`config.mk`:
```
export PLATFORM = sky130hd
export DESIGN_NAME = iob_mem_boot_copy
export DESIGN_NICKNAME = d
export VERILOG_FILES = /design/src/rtl/iob_mem_boot_copy.sv
export SDC_FILE = /design/constraint.sdc
export NUM_CORES = 1
export LEC_CHECK = 0
export CORE_ASPECT_RATIO = 0.9
export CORE_MARGIN = 3
export CORE_UTILIZATION = 30
export DETAILED_ROUTE_END_ITERATION = 8
export PLACE_DENSITY_LB_ADDON = 0.08
export SYNTH_ARGS = -nofsm -noshare
export SYNTH_HDL_FRONTEND = slang
export SYNTH_SLANG_ARGS = --single-unit
export TNS_END_PERCENT = 1
```
`constraint.sdc`:
```
create_clock -name clk_i -period 4 [get_ports clk_i]
set_input_delay 0.8 -clock clk_i [delete_from_list [all_inputs] [get_ports clk_i]]
set_output_delay 0.8 -clock clk_i [all_outputs]
set_load 0.02 [all_outputs]
```
`src/rtl/iob_mem_boot_copy.sv`:
```
// Boot-copy engine: streams a ROM image into RAM after reset or on request,
// optionally reads it back to verify, then hands the RAM ports to the core.
module iob_mem_boot_copy #(
    parameter int DATA_W     = 32,
    parameter int ROM_ADDR_W = 10,
    parameter int RAM_ADDR_W = 13,
    parameter int N_WORDS    = 1024,
    parameter int DST_BASE   = 0,
    parameter int VERIFY     = 1,
    parameter int AUTO_START = 1
) (
    input  logic                  clk_i,
    input  logic                  cke_i,
    input  logic                  arst_n_i,
    input  logic                  start_i,
    output logic                  busy_o,
    output logic                  done_o,
    output logic                  err_o,
    output logic                  hold_o,
    output logic [DATA_W-1:0]     checksum_o,
    output logic                  rom_en_o,
    output logic [ROM_ADDR_W-1:0] rom_addr_o,
    input  logic [DATA_W-1:0]     rom_r_data_i,
    input  logic                  core_r_en_i,
    input  logic [RAM_ADDR_W-1:0] core_r_addr_i,
    output logic [DATA_W-1:0]     core_r_data_o,
    input  logic [DATA_W/8-1:0]   core_w_strb_i,
    input  logic [RAM_ADDR_W-1:0] core_w_addr_i,
    input  logic [DATA_W-1:0]     core_w_data_i,
    output logic                  ram_r_en_o,
    output logic [RAM_ADDR_W-1:0] ram_r_addr_o,
    input  logic [DATA_W-1:0]     ram_r_data_i,
    output logic [DATA_W/8-1:0]   ram_w_strb_o,
    output logic [RAM_ADDR_W-1:0] ram_w_addr_o,
    output logic [DATA_W-1:0]     ram_w_data_o
);

    localparam int CNT_W = $clog2(N_WORDS + 1);

    localparam logic [CNT_W-1:0]      LAST_CNT = CNT_W'(N_WORDS);
    localparam logic [RAM_ADDR_W-1:0] BASE     = RAM_ADDR_W'(DST_BASE);

    localparam logic [1:0] ST_IDLE   = 2'd0;
    localparam logic [1:0] ST_COPY   = 2'd1;
    localparam logic [1:0] ST_VERIFY = 2'd2;
    localparam logic [1:0] ST_DONE   = 2'd3;

    localparam logic [1:0] ST_AFTER_COPY = (VERIFY != 0) ? ST_VERIFY : ST_DONE;

    logic [1:0]            state_q, state_d;
    logic [CNT_W-1:0]      cnt_q, cnt_d;      // issue-stage word index
    logic                  pend_q, pend_d;    // second stage holds a word
    logic [RAM_ADDR_W-1:0] waddr_q, waddr_d;  // RAM address of the pending word
    logic                  auto_q, auto_d;
    logic                  err_q, err_d;
    logic [DATA_W-1:0]     sum_q, sum_d;

    logic                  issue;
    logic [RAM_ADDR_W-1:0] issue_ram_addr;

    assign issue          = ((state_q == ST_COPY) || (state_q == ST_VERIFY)) && (cnt_q != LAST_CNT);
    assign issue_ram_addr = BASE + RAM_ADDR_W'(cnt_q);

    // NOTE: every always_comb output gets a default first, so no path can infer a latch.
    always_comb begin
        state_d = state_q;
        cnt_d   = cnt_q;
        pend_d  = pend_q;
        waddr_d = waddr_q;
        auto_d  = auto_q;
        err_d   = err_q;
        sum_d   = sum_q;

        // With cke_i low every register keeps its value, so the pipeline freezes intact.
        if (cke_i) begin
            pend_d  = issue;
            waddr_d = issue ? issue_ram_addr : '0;

            if (pend_q && (state_q == ST_COPY)) begin
                sum_d = sum_q + rom_r_data_i;
            end
            if (pend_q && (state_q == ST_VERIFY) && (rom_r_data_i != ram_r_data_i)) begin
                err_d = 1'b1;
            end

            case (state_q)
                ST_IDLE, ST_DONE: begin
                    if (start_i || auto_q) begin
                        state_d = ST_COPY;
                        cnt_d   = '0;
                        err_d   = 1'b0;
                        sum_d   = '0;
                        auto_d  = 1'b0;
                    end
                end
                ST_COPY: begin
                    if (cnt_q == LAST_CNT) begin
                        state_d = ST_AFTER_COPY;
                        cnt_d   = '0;
                    end else begin
                        cnt_d = cnt_q + 1'b1;
                    end
                end
                ST_VERIFY: begin
                    if (cnt_q == LAST_CNT) begin
                        state_d = ST_DONE;
                        cnt_d   = '0;
                    end else begin
                        cnt_d = cnt_q + 1'b1;
                    end
                end
                default: begin
                    state_d = ST_IDLE;
                end
            endcase
        end
    end

    // NOTE: sequential state is updated only with non-blocking assignments.
    always_ff @(posedge clk_i or negedge arst_n_i) begin
        if (!arst_n_i) begin
            state_q <= ST_IDLE;
            cnt_q   <= '0;
            pend_q  <= 1'b0;
            waddr_q <= '0;
            auto_q  <= (AUTO_START != 0);
            err_q   <= 1'b0;
            sum_q   <= '0;
        end else begin
            state_q <= state_d;
            cnt_q   <= cnt_d;
            pend_q  <= pend_d;
            waddr_q <= waddr_d;
            auto_q  <= auto_d;
            err_q   <= err_d;
            sum_q   <= sum_d;
        end
    end

    assign busy_o     = (state_q == ST_COPY) || (state_q == ST_VERIFY);
    assign done_o     = (state_q == ST_DONE);
    assign hold_o     = (state_q != ST_DONE);
    assign err_o      = err_q;
    assign checksum_o = sum_q;

    // Memory ports: the engine owns them until DONE, then the core sees the RAM directly.
    always_comb begin
        rom_en_o      = 1'b0;
        rom_addr_o    = '0;
        ram_r_en_o    = 1'b0;
        ram_r_addr_o  = '0;
        ram_w_strb_o  = '0;
        ram_w_addr_o  = '0;
        ram_w_data_o  = '0;
        core_r_data_o = '0;

        case (state_q)
            ST_COPY: begin
                rom_en_o     = cke_i && issue;
                rom_addr_o   = issue ? ROM_ADDR_W'(cnt_q) : '0;
                ram_w_strb_o = (cke_i && pend_q) ? '1 : '0;
                ram_w_addr_o = waddr_q;
                ram_w_data_o = pend_q ? rom_r_data_i : '0;
            end
            ST_VERIFY: begin
                rom_en_o     = cke_i && issue;
                rom_addr_o   = issue ? ROM_ADDR_W'(cnt_q) : '0;
                ram_r_en_o   = cke_i && issue;
                ram_r_addr_o = issue ? issue_ram_addr : '0;
            end
            ST_DONE: begin
                ram_r_en_o    = core_r_en_i;
                ram_r_addr_o  = core_r_addr_i;
                ram_w_strb_o  = core_w_strb_i;
                ram_w_addr_o  = core_w_addr_i;
                ram_w_data_o  = core_w_data_i;
                core_r_data_o = ram_r_data_i;
            end
            default: begin
            end
        endcase
    end

endmodule

```
Word level (Yosys, flattened, before mapping) --
Index checks and enable logic that the tools add are counted.
Word-level totals: word-level logic and storage cells 58, flip-flop bits (word level) 61
Cells by class: $add $sub $neg 2, reductions and logical operators 14, mux-type cells 25, equal/unequal tests 10
Operator list (count):
- 32-bit two-way mux | 5
- 32-bit case mux with 2 select lines | 1
- 13-bit case mux with 2 select lines | 2
- 11-bit two-way mux | 3
- 32-bit adder | 1
- 32-bit inequality test | 1
- 11-bit case mux with 2 select lines | 1
- 10-bit two-way mux | 2
- 11-bit by 1-bit adder with 11-bit output (second input constant) | 1
- 11-bit == test (second input constant) | 1
- 11-bit inequality test (second input constant) | 1
- 4-bit case mux with 2 select lines | 1
- 1-bit logical AND | 6
- 2-bit two-way mux | 3
- 2-bit case mux with 3 select lines | 1
- 2-bit == test (second input constant) | 2
- 1-bit two-way mux | 4
- 4-bit two-way mux | 1
- 2-bit by 1-bit inequality test with 1-bit output (second input constant) | 2
- 2-bit inequality test (second input constant) | 2
- 4-bit AND reduction | 1
- 2-bit OR reduction | 2
- 3-bit AND reduction | 1
- 2-bit by 1-bit == test with 1-bit output (second input constant) | 1
- 4 further kinds | 5

Logic depth before layout (Yosys ltp) --
word-level depth 6, depth in mapped cells 10, mapped depth without buffers 10

Worst setup path after synthesis --
OpenSTA, ideal clock, no wires.
path kind input to register, start point input port rom_r_data_i[21], end point register sum_q[31] (netlist: checksum_o[31]), stages 9, buffers on the path 0, path slack 813 ps, required time 3913 ps, arrival time 3100 ps, cells stage by stage ha_1 and3_4 nand2_2 or4_4 or3_4 o2111ai_2 a21oi_2 or4_1 o211ai_1
On the way: word-level cells in the longest chain between the ends 4
Ends and longest elaborated chain:
- start, declared | line 23 | input logic [DATA_W-1:0] rom_r_data_i,
- 32-bit adder * | line 80 | sum_d = sum_q + rom_r_data_i;
- 32-bit two-way mux * | line 79 | if (pend_q && (state_q == ST_COPY)) begin
- 32-bit two-way mux | line 88 | if (start_i || auto_q) begin
- 32-bit two-way mux * | line 86 | case (state_q)
- end signal, assigned | line 136 | sum_q <= sum_d;
- end, declared | line 56 | logic [DATA_W-1:0] sum_q, sum_d;
Mark *: on every way between the ends. The rest lies on a longest branch, timed or not. A chain may end at the register's enable or synchronous reset.

Final worst setup path --
start point register state_q[0], end point output port ram_r_en_o
On the way: word-level cells in the longest chain between the ends 5, elaborated cells on any way between the ends 7
Ends and longest elaborated chain:
- start, declared | line 50 | logic [1:0] state_q, state_d;
- start signal, assigned | line 130 | state_q <= state_d;
- 2-bit by 1-bit == test with 1-bit output or 2-bit == test (tied branches) | line 61, 157
- 1-bit logical OR | line 61 | assign issue = ((state_q == ST_COPY) || (state_q == ST_VERIFY)) && (cnt_q != LAST_CNT);
- 1-bit logical AND | line 61
- 1-bit logical AND | line 168 | ram_r_en_o = cke_i && issue;
- 1-bit case mux with 2 select lines * | line 157 | case (state_q)
- end, declared | line 30 | output logic ram_r_en_o,
Marks and branches as above.

==> results.md <==
* Result of the run: complete, no violations
* Starting DRT DRC Count at between 300 and 400
* Post_cts resized at 0
* Setup TNS Final at 0 ns
* Worst Setup Start Kind: register
* TritonCTS buffer count at 9
* Worst hold path endpoint: waddr_q[9]
* Number of sinks on the clock net at 59
* Buffer count from post-CTS setup fixing at 0
* Post-synthesis average cell area at around 8.3 sq um
* Core Util, Final at 50.32%
* Worst slew margin relative to its limit at between 30% and 40%
* Count of final setup violators at 0
* Min-Delay Path Class: reg -> reg
* Crit. End Element: output port
* Origin of the critical flop-to-flop path: checksum_o[0]
* # rows at 45
* Cell depth of the worst flop-to-flop path at 10
* Gate count of the mapped netlist at 640
* Maximum number of pins on one net before global-route repair at 98
* Setup slack of the worst register-to-register path at 0.94 ns
* DRC violation count after routing at 0
* Count of flip-flops with a built-in enable after synthesis at 0
* Remaining number of nets flagged by the antenna check after routing at 0
* Count of boundary I/O pins at approximately 270
* Post-synthesis mux area share at 2.497%
* Predominant post-synthesis flop cell: sky130_fd_sc_hd__dfrtp_1
* Clock skew after layout at 0.009290 ns
* Post-place setup slack at about 0.10 ns
* Die height at ~130 um
* Count of cell types in the netlist at 57
* Share of synthesized area occupied by flip-flops and latches at between 20 and 30%
* Final setup margin at 0.2328 ns
* Final cycle utilization of the critical path at 94.18%
* Data arrival at the endpoint of the critical path at around 3.0 ns
* Initial core utilization at 31.03%
* Synth Area in Compound Gates at about 27%
* Unrepaired setup endpoints after global routing: no
* Static Leakage at about 0.0036 uW
* Number of cells traversed by the worst hold path at 1
* Seq cells post-synth at 59
* Overall routing resource usage at 22.82%
* Clock Pin Slew Worst Setup and Hold Paths at approximately 0.05 ns
* Synth warn at 0
* Transition time at the pin with the least slew margin at 1.033 ns
* Share of async-settable or async-resettable flops after synthesis at 100.0%
* Class of the most critical setup path: reg -> out
* Iteration count of the initial detailed-routing pass at 5
* Max-slew violation count at 0
* Critical path peak fanout at 10
* Simple logic cell fraction of the synthesized area at roughly 20%
* Ratio of total power to cell area at 688.6 mW/mm^2
* Worst supply voltage drop on vdd at 0.3285 mV
* Critical Path RT at 3.20 ns
* Routed vias at ~6000
* DIE AREA at just under 0.02 sq mm
* Ratio of cells with drive above 1 in the final layout at 6.388%
* Post-route minimum period at about 3.8 ns
* Port Buffer Count at 272
* Longest Clk Path Bufs at 2
* Wire length of the first global-routing pass at 35240 um
* Die width at 146.3 um
* Highest clock frequency the design can meet at 265.4 MHz
* Final net count at approximately 1100
* H-tree depth at 3
* Final WL at approximately 23000 um
* CTS Root Cell: sky130_fd_sc_hd__clkbuf_16
* Clock tree from TritonCTS: built
* Fraction of synthesized cell area in xor and xnor cells at between 9 and 10%
* Vias per cell at 5.238
* Antenna Cells at 0
* Clock latency of the later-clocked register in the worst-skew pair at 0.34 ns
* Wire per inst at 19.93 um
* Number of global-route vias before repair at 6089
* Post-synthesis instance area at roughly 0.0053 sq mm
* Area inside the core boundary at 0.01712 sq mm
* Global placement routability congestion at ~0.90
* Count of fill cells added during filler insertion at about 1700
* Layout Area Growth over Synthesis at 62.17%
* Number of maximum-capacitance violations at 0
* Initial antenna violation count at 0
* Combinational family with the most area after synthesis: compound AO/OA/AOI/OAI gates
* Overflow left after global routing at 0
* Start point of the worst hold path: waddr_q[9]
* Number of nets produced by synthesis at approximately 810
* Capturing point of the worst reg2reg path: checksum_o[30]
* Hpwl dp at roughly 18000 um
* Sequential cell area in the final layout at 0.001478 sq mm
* Area taken by multi-input logic gates at 0.003646 sq mm
* Hold Vio Cnt, Final at 0
* Synthesized-area fraction occupied by adder cells at 9.093%
* CTS hold repair buffers at 0
-- critical path, cell delays in order (launching register included) --
cell	delay [ns]
sky130_fd_sc_hd__dfrtp_1	0.45
sky130_fd_sc_hd__inv_1	0.07
sky130_fd_sc_hd__ha_1	0.44
sky130_fd_sc_hd__inv_1	0.19
sky130_fd_sc_hd__and2_1	0.29
sky130_fd_sc_hd__nand2_1	0.14
sky130_fd_sc_hd__inv_1	0.26
sky130_fd_sc_hd__a22o_1	0.18
sky130_fd_sc_hd__clkdlybuf4s50_1	0.60
-- logic make-up after synthesis --
| family | Yosys count |
|---|---|
| AOI/OAI and AO/OA | 210 |
| DFF | 59 |
| and+or+nand+nor | 210 |
| xor gates and xnor gates | 59 |
| adders and majority gates | 38 |
| muxes | 12 |
| buffers and inverters | 52 |
-- final cells by class --
class / count / area share, %
multi-input cells: 529 / 42.33
inverters: 13 / 0.5665
flip-flops and latches: 59 / 17.16
repair buffers: 291 / 33.21
well taps: 235 / 3.414
clock inverters: 5 / 0.6246
clock buffers: 11 / 2.702
-- worst max path at each step --
| stage | end | slack [ns] | from |
|---|---|---|---|
| 2_1_floorplan | checksum_o[31] | 0.81 | rom_r_data_i[21] |
| 3_3_place_gp | checksum_o[30] | 0.12 | rom_r_data_i[0] |
| 3_5_place_dp | checksum_o[30] | 0.10 | rom_r_data_i[0] |
| 4_1_cts | ram_r_en_o | 0.21 | state_q[0] |
| 5_1_grt | ram_r_en_o | 0.04 | state_q[0] |
| 6_report | ram_r_en_o | 0.23 | state_q[0] |
-- cell usage in the layout (no fill, tap or decap), types with 15 or more instances in the layout --
cell | synthesis | routed
sky130_fd_sc_hd__xor2_1 | 15 | 15
sky130_fd_sc_hd__nand4_1 | 16 | 16
sky130_fd_sc_hd__nor2_1 | 33 | 33
sky130_fd_sc_hd__and2_1 | 40 | 39
sky130_fd_sc_hd__buf_4 | 0 | 19
sky130_fd_sc_hd__dfrtp_1 | 58 | 58
sky130_fd_sc_hd__clkdlybuf4s50_1 | 0 | 271
sky130_fd_sc_hd__ha_1 | 37 | 36
sky130_fd_sc_hd__o21ai_0 | 57 | 57
sky130_fd_sc_hd__a22o_1 | 57 | 57
sky130_fd_sc_hd__nand2_1 | 65 | 65
sky130_fd_sc_hd__a21oi_1 | 39 | 39
sky130_fd_sc_hd__xnor2_1 | 44 | 44
sky130_fd_sc_hd__nor2b_1 | 15 | 15
-- layer usage --
layer | vias to the layer above | part of all wire [%] | global-route usage (%)
met1 | 2853 | 46 | 30.54
met4 | 0 | 1.1 | 3.710
met2 | 256 | 47 | 38.34
met5 | - | 0 | 0
li1 | 2854 | - | -
met3 | 24 | 6.4 | 5.260
-- cells in the mapped netlist (2+ instances only) --
cell | n | share of area [%]
sky130_fd_sc_hd__a211oi_1 | 2 | 0.28
sky130_fd_sc_hd__a21o_1 | 11 | 1.6
sky130_fd_sc_hd__a21oi_1 | 39 | 3.7
sky130_fd_sc_hd__a21oi_2 | 2 | 0.33
sky130_fd_sc_hd__a22o_1 | 57 | 9.4
sky130_fd_sc_hd__a31oi_1 | 9 | 1.1
sky130_fd_sc_hd__a32o_1 | 2 | 0.38
sky130_fd_sc_hd__a41oi_1 | 3 | 0.49
sky130_fd_sc_hd__and2_1 | 40 | 4.7
sky130_fd_sc_hd__and3_1 | 6 | 0.71
sky130_fd_sc_hd__clkbuf_1 | 37 | 2.6
sky130_fd_sc_hd__dfrtp_1 | 58 | 27
sky130_fd_sc_hd__ha_1 | 37 | 8.7
sky130_fd_sc_hd__inv_1 | 13 | 0.92
sky130_fd_sc_hd__mux2_2 | 10 | 2.1
sky130_fd_sc_hd__mux2i_1 | 2 | 0.38
sky130_fd_sc_hd__nand2_1 | 65 | 4.6
sky130_fd_sc_hd__nand2b_1 | 2 | 0.24
sky130_fd_sc_hd__nand3_1 | 13 | 1.2
sky130_fd_sc_hd__nand4_1 | 16 | 1.9
sky130_fd_sc_hd__nor2_1 | 33 | 2.3
sky130_fd_sc_hd__nor2b_1 | 15 | 1.8
sky130_fd_sc_hd__nor3_1 | 3 | 0.28
sky130_fd_sc_hd__nor4_1 | 3 | 0.35
sky130_fd_sc_hd__o211ai_1 | 3 | 0.42
sky130_fd_sc_hd__o21a_1 | 5 | 0.71
sky130_fd_sc_hd__o21ai_0 | 57 | 5.4
sky130_fd_sc_hd__o21bai_1 | 5 | 0.71
sky130_fd_sc_hd__o311ai_0 | 2 | 0.33
sky130_fd_sc_hd__o31ai_1 | 2 | 0.28
sky130_fd_sc_hd__or3_1 | 5 | 0.59
sky130_fd_sc_hd__xnor2_1 | 44 | 7.3
sky130_fd_sc_hd__xor2_1 | 15 | 2.5
-- flip-flops by register name, indices dropped and copies added, names as in the netlist --
signal      flops
auto_q          1
cnt_q          11
state_q         2
pend_q          1
err_o           1
waddr_q        11
checksum_o     32
-- power by group --
| part | switching, uW | total, uW | internal, uW |
|---|---|---|---|
| Clock | 292 | 772 | 480 |
| Combinational | 2300 | 4210 | 1910 |
| Sequential | 175 | 947 | 772 |
| Total | 2770 | 5930 | 3160 |
-- stage by stage --
stage               hold WS (ns)  instance area (sq um)  total power [uW]  cells
finish                    0.5081                   8613              5931   1143
global route              0.5310                   8613              6337   1143
CTS                       0.5100                   8613              5970   1143
detailed placement        0.5009                   8327              5164   1127
global placement          0.4933                   8327              5127   1127
floorplan                 0.4774                   5311              3366    640
Note: power is estimated with default switching activity, not from simulation.
